$ cat src/rtl/regfile_mp.sv
// regfile_mp: 2-read/2-write register file with write-through forwarding,
// a per-entry pending scoreboard and a post-reset zeroing sweep.
module regfile_mp #(
  parameter int DATA_W   = 32,
  parameter int ADDR_W   = 5,
  parameter bit ZERO_REG = 1'b1
) (
  input  logic              clk_i,
  input  logic              rst_i,
  output logic              ready_o,
  input  logic [ADDR_W-1:0] rs_addr_i,
  input  logic [ADDR_W-1:0] rt_addr_i,
  output logic [DATA_W-1:0] rs_data_o,
  output logic [DATA_W-1:0] rt_data_o,
  output logic              rs_busy_o,
  output logic              rt_busy_o,
  input  logic              w0_en_i,
  input  logic [ADDR_W-1:0] w0_addr_i,
  input  logic [DATA_W-1:0] w0_data_i,
  input  logic              w1_en_i,
  input  logic [ADDR_W-1:0] w1_addr_i,
  input  logic [DATA_W-1:0] w1_data_i,
  input  logic              set_en_i,
  input  logic [ADDR_W-1:0] set_addr_i
);
  localparam int DEPTH = 1 << ADDR_W;
  typedef enum logic {INIT, RUN} state_t;
  state_t state, state_nx;
  logic [ADDR_W-1:0] cnt;
  logic [DATA_W-1:0] mem [DEPTH];
  logic [DEPTH-1:0] pend, pend_nx;
  logic run, w0_ok, w1_ok, set_ok;

  function automatic logic is_zero(input logic [ADDR_W-1:0] a);
    return ZERO_REG && a == '0;
  endfunction

  always_ff @(posedge clk_i or posedge rst_i)
    if (rst_i) state <= INIT;
    else       state <= state_nx;

  always_comb state_nx = (state == INIT && cnt == ADDR_W'(DEPTH - 1)) ? RUN : state;

  always_comb begin
    run     = state == RUN;
    ready_o = run;
  end

  // Writes and sets are only honoured in RUN and never reach a hardwired zero entry
  always_comb begin
    w0_ok  = run && w0_en_i && !is_zero(w0_addr_i);
    w1_ok  = run && w1_en_i && !is_zero(w1_addr_i);
    set_ok = run && set_en_i && !is_zero(set_addr_i);
  end

  always_ff @(posedge clk_i or posedge rst_i)
    if (rst_i)              cnt <= '0;
    else if (state == INIT) cnt <= cnt + 1'b1;

  // Storage has no reset; the sweep clears it and reads are masked until it ends
  always_ff @(posedge clk_i)
    if (state == INIT) mem[cnt] <= '0;
    else begin
      if (w0_ok) mem[w0_addr_i] <= w0_data_i;
      if (w1_ok) mem[w1_addr_i] <= w1_data_i;
    end

  always_comb begin
    pend_nx = pend;
    for (int i = 0; i < DEPTH; i++)
      pend_nx[i] = (set_ok && set_addr_i == ADDR_W'(i)) ||
                   (pend[i] && !(w0_ok && w0_addr_i == ADDR_W'(i)) && !(w1_ok && w1_addr_i == ADDR_W'(i)));
  end

  always_ff @(posedge clk_i or posedge rst_i)
    if (rst_i) pend <= '0;
    else       pend <= pend_nx;

  function automatic logic [DATA_W-1:0] rd_data(input logic [ADDR_W-1:0] a);
    if (!run || is_zero(a))       return '0;
    if (w1_ok && w1_addr_i == a)  return w1_data_i;
    if (w0_ok && w0_addr_i == a)  return w0_data_i;
    return mem[a];
  endfunction

  // An in-flight write hides the stale pending bit unless a new producer claims the entry
  function automatic logic rd_busy(input logic [ADDR_W-1:0] a);
    logic hit;
    hit = (w0_ok && w0_addr_i == a) || (w1_ok && w1_addr_i == a);
    if (!run || is_zero(a)) return 1'b0;
    return hit ? (set_ok && set_addr_i == a) : pend[a];
  endfunction

  always_comb begin
    rs_data_o = rd_data(rs_addr_i);
    rt_data_o = rd_data(rt_addr_i);
    rs_busy_o = rd_busy(rs_addr_i);
    rt_busy_o = rd_busy(rt_addr_i);
  end
endmodule
$ cat config.mk
export PLATFORM = sky130hd
export DESIGN_NAME = regfile_mp
export DESIGN_NICKNAME = d
export VERILOG_FILES = /design/src/rtl/regfile_mp.sv
export SDC_FILE = /design/constraint.sdc
export NUM_CORES = 2
export LEC_CHECK = 0
export CAP_MARGIN = 20
export CORE_ASPECT_RATIO = 1.5
export CORE_MARGIN = 10
export CORE_UTILIZATION = 45
export DETAILED_ROUTE_END_ITERATION = 10
export MAX_ROUTING_LAYER = met4
export PLACE_DENSITY = 0.71
export RECOVER_POWER = 100
export SLEW_MARGIN = 10
export SYNTH_ARGS = -nofsm -noshare
export SYNTH_HDL_FRONTEND = slang
export SYNTH_SLANG_ARGS = --single-unit
$ cat constraint.sdc
create_clock -name clk_i -period 5.79 [get_ports clk_i]
set_input_delay 1.737 -clock clk_i [delete_from_list [all_inputs] [get_ports clk_i]]
set_output_delay 1.737 -clock clk_i [all_outputs]
set_load 0.03 [all_outputs]
# [Yosys cells after proc, flatten, opt, wreduce, memory -nomap -nowiden]
# Memory sizes are Yosys's and may differ from the RTL's.
# Cells that the tools add are included.
[word_totals] in_bits=94 ramBits=1024 memories=1 wordCells=435 regBits=38 out_inout_bits=67
[classes] n_reduce_logical=283 addsub=1 n_bitwise=1 order_cmp=2 mux=44 n_eq_ne=100
[mem_list] name="mem" words=32 width=32 read_ports=2 rd_clocked_by_memory_dff=0 write_ports=2 line_no="30" text="logic [DATA_W-1:0] mem [DEPTH];"
[ops] operator="two-way mux 32 bit" count=13
[ops] operator="== test 5 bit, second input constant" count=49
[ops] operator="logical AND 1 bit" count=173
[ops] operator="== test 5 x 4 -> 1 bit, second input constant" count=24
[ops] operator="zero test 1 bit" count=68
[ops] operator="== test 5 x 3 -> 1 bit, second input constant" count=12
[ops] operator="logical OR 1 bit" count=36
[ops] operator="OR reduction 32 bit" count=1
[ops] operator="== test 5 x 2 -> 1 bit, second input constant" count=6
[ops] operator="== test 5 bit" count=6
[ops] operator="two-way mux 1 bit" count=28
[ops] operator="zero test 5 bit" count=5
[ops] operator="== test 5 x 1 -> 1 bit, second input constant" count=3
[ops] operator="< comparator 5 x 6 -> 1 bit, second input constant" count=2
[ops] operator="binary-select mux 1 bit (select 5 bit)" count=2
[ops] operator="adder 5 x 1 -> 5 bit, second input constant" count=1
[ops] operator="two-way mux 5 bit" count=1
[ops] operator="NOT 1 bit" count=1

# [Logic depth before layout (Yosys ltp)]
[depth] word_depth=11 ltp_mapped=10 depth_no_buf=6

# [Least setup slack after synthesis]
# Ideal clock, no wire load.
[synth_timing] path_type="input to register" start="input w0_addr_i[4]" end="memory mem[16][0] (enable)" required_time_ps=5324 setup_ps=466 path_buffers=2 stages=7 arrival_ps=5339 setup_slack_ps=-15 cell_sequence="clkbuf_1 -> nor3_1 -> a21oi_2 -> clkbuf_1 -> o32ai_1 -> nand2_1 -> o21ai_0"
[synth_lines] item="start: declaration" line_no="18" text="input logic [ADDR_W-1:0] w0_addr_i,"
[synth_lines] item="end: declaration" line_no="30"

==> impl_metrics.py <==
metrics = {
    "outcome": {
        "status": "finished with violations",
        "violations": "max-capacitance violations, max-slew violations, negative setup slack",
    },
    "worst_setup_path": {
        "critPathCapture": "mem[4][21]$_DFFE_PP_",
        "endpoint_kind": "flop",
        "reg2reg_depth": 8,
        "rr_startpoint": "ready_o$_DFFE_PP0P_",
        "slowest_delay_ps": 1680,
        "crit_slowest_cell": "o21bai_1",
        "crit_fanout": 17,
        "regToRegSetupSlack_ps": 770,
        "cp.required_ps": 6160,
        "arrival_ps": 6260,
        "startpoint": "w0_addr_i[0]",
        "crit_type": "in2reg",
        "path_cells": "dlygate4sd2_1 -> buf_6 -> nor2_2 -> clkbuf_1 -> a21o_1 -> mux2_1 -> nand2_1 -> o21bai_1 -> clkbuf_2",
        "cp-start-kind": "primary input",
        "timing.rr.end": "mem[4][21]$_DFFE_PP_",
    },
    "synthesis": {
        "yosys_warnings": 0,
        "syn_inst": 5527,
        "synthArstFlopShare_pct": 3.58,
        "synth_area_sq_um": 62500,
        "synth_area_leader_cell": "edfxtp_1",
        "ys_seq_area_share_pct": 50.7,
        "synthesis.nets": 5623,
        "synth_cell_type_count": 72,
        "postSynthAreaPerCell_sq_um": 11.3,
        "synth_edf_count": 1024,
        "synth_top_flop_cell": "edfxtp_1",
        "synthTopCellsByArea": "edfxtp_1 (49%), mux4_2 (14%), o21ai_0 (8.5%)",
        "synth.top_cell.area_share_pct": 49.2,
        "synth-seq-cells": 1062,
    },
    "place": {
        "hpwlAfterDp_um": 156000,
        "dp.cells": 7349,
        "place_area_sq_um": 70200,
        "gp_congestion": 0.954,
        "numPortBuffers": 160,
        "post-place-ws_ps": -431,
    },
    "detailed_routing": {
        "wire_per_inst_um": 34.0,
        "vias_per_cell": 6.96,
        "ant_nets": 0,
        "vias": 52724,
        "wirelength_um": 258000,
        "route.detailed.drc": 0,
        "drtIter0Drc": 8968,
        "drtPass1Iterations": 9,
    },
    "floorplanning": {
        "core_sq_um": 138000,
        "dieHeight_um": 477,
        "row_count": 167,
        "start_util_pct": 45.3,
        "die-area_sq_um": 155000,
        "ios": 161,
        "die_w_um": 324,
    },
    "timing": {
        "finalSetupViolCount": 25,
        "setup_ws_ps": -99.6,
        "fin_crit_ps": 5890,
        "rsz0062_at_grt": "yes",
        "whs_ps": 417,
        "worst_pin_slew_ps": 3010,
        "max_freq_ghz": 0.170,
        "max_slew_margin_pct": -102,
        "finClkSkew_ps": 34.5,
        "hold_viol_final": 0,
        "finalMaxSlewViolations": 1460,
        "period_share_pct": 102,
    },
    "global_routing": {
        "antenna_found_initial": 12,
        "use_met3_pct": 11.9,
        "grt_use_met2_pct": 48.5,
        "track_usage_pct": 33.2,
        "grtUsageMet1_pct": 37.2,
        "grt_pass1_wl_um": 364000,
        "grt_start_max_net_pins": 69,
        "grt_overflow": 0,
        "grt_pass1_vias": 51757,
        "top_usage_layer": "met2",
    },
    "layout": {
        "mostFrequentLayoutCell": "nand2_1",
        "fin_area_sq_um": 73200,
        "drive_gt1_share_pct": 22.9,
        "final_cell_mix": "nand2_1 (1,093), o21ai_0 (1,053), edfxtp_1 (1,024)",
        "nNetsFinal": 5712,
        "area.growth.synth_to_final_pct": 17.1,
        "fin_cells": 7570,
        "fill_cells": 11484,
    },
    "worst_hold_path": {
        "hp-class": "reg2reg",
    },
    "clocking": {
        "numCtsBuffers": 102,
        "clock_latency_ps": 750,
        "root_buffer": "clkbuf_16",
        "cts_hold_buf": 0,
        "clkSlewWorstSetupHoldPaths_ps": 70,
        "ctsLongestPathBuffers": 3,
        "cts_max_level": 3,
        "cts_sinks": 1062,
        "cts_tree": "done",
    },
    "pwr": {
        "finalPower_uw": 18600,
        "leakage_uw": 0.0252,
        "power_density_nw_per_um2": 253,
        "ir_worst_vdd_mv": 0.250,
    },
    "flow_run": {
        "maxCapViolCount": 43,
    },
}
cells by family after synthesis:
logic type | synth area share (%)
AO/OA/AOI/OAI | 15.8
AND/OR/NAND/NOR | 9.47
XOR/XNOR | 0.462
buffers and inverters | 4.93
flip-flops | 50.7
adder cells (fa/ha/maj) | 0.0400
multiplexers | 18.6
report_power, final:
part	switching (uW)	internal (uW)	total, uW
registers	32.5	8520	8550
logic	1790	1170	2960
clock network	3140	3910	7040
worst max-delay path, delay by kind of cell:
kind | cells | cell delay (ps)
buf+inv | 4 | 1790
mux | 1 | 290
simple gates | 2 | 430
compound gates | 2 | 1960
registers in the layout, summed over array words and instances (netlist names):
name / cells
cnt: 5
mem: 1024
ready_o: 1
pend: 32
per-stage QoR:
stage / utilization, % / TNS [ps]
after global placement: 50.8 / -16040
after CTS: 53.5 / 0
after global routing: 53.0 / -2760
after detailed placement: 50.8 / -16710
final: 53.0 / -1670
after floorplan: - / -3300
what timing repair did:
item,in CTS,in global routing
setup endpoints to repair,66,53
endpoints found under the hold margin,0,0
resized for setup,56,44
pin swaps,15,20
buffers inserted,12,10
cloned,1,0
routing by layer:
layer / vias to the layer above / wire length, um
met3: 1564 / 42000
met2: 4844 / 112000
met5: - / 0
met1: 25117 / 79400
met4: 0 / 24300
li1: 21199 / -
how the worst min path moves through the flow:
stage                            from                end  cells past startpoint
floorplan           pend[0]$_DFF_PP0_  pend[0]$_DFF_PP0_                      1
global placement    pend[0]$_DFF_PP0_  pend[0]$_DFF_PP0_                      0
detailed placement  pend[0]$_DFF_PP0_  pend[0]$_DFF_PP0_                      0
CTS                 pend[0]$_DFF_PP0_  pend[0]$_DFF_PP0_                      0
global route        pend[0]$_DFF_PP0_  pend[0]$_DFF_PP0_                      0
finish              pend[0]$_DFF_PP0_  pend[0]$_DFF_PP0_                      0
cells in the mapped netlist (all sizes together) (38+ instances only):
cell and count:
nand2 1093, o21ai 1062, edfxtp 1024, clkbuf 532, mux4 400, mux2i 224, a22oi 198, buf 168
nor2 118, a221oi 95, o211ai 62, or3 58, a31oi 50, o2111a 49, a21oi 40, dfrtp 38
cell type report:
class,count,area [sq um],area share (%)
antenna,13,32.5,0.0444
clock buffer,123,2710,3.69
clock inverter,63,694,0.948
inverter,38,143,0.195
multi-input combinational,3727,28500,38.9
sequential,1062,31700,43.3
tap,1859,2330,3.18
timing repair buffer,685,7170,9.79
(Power assumes the default switching activity.)
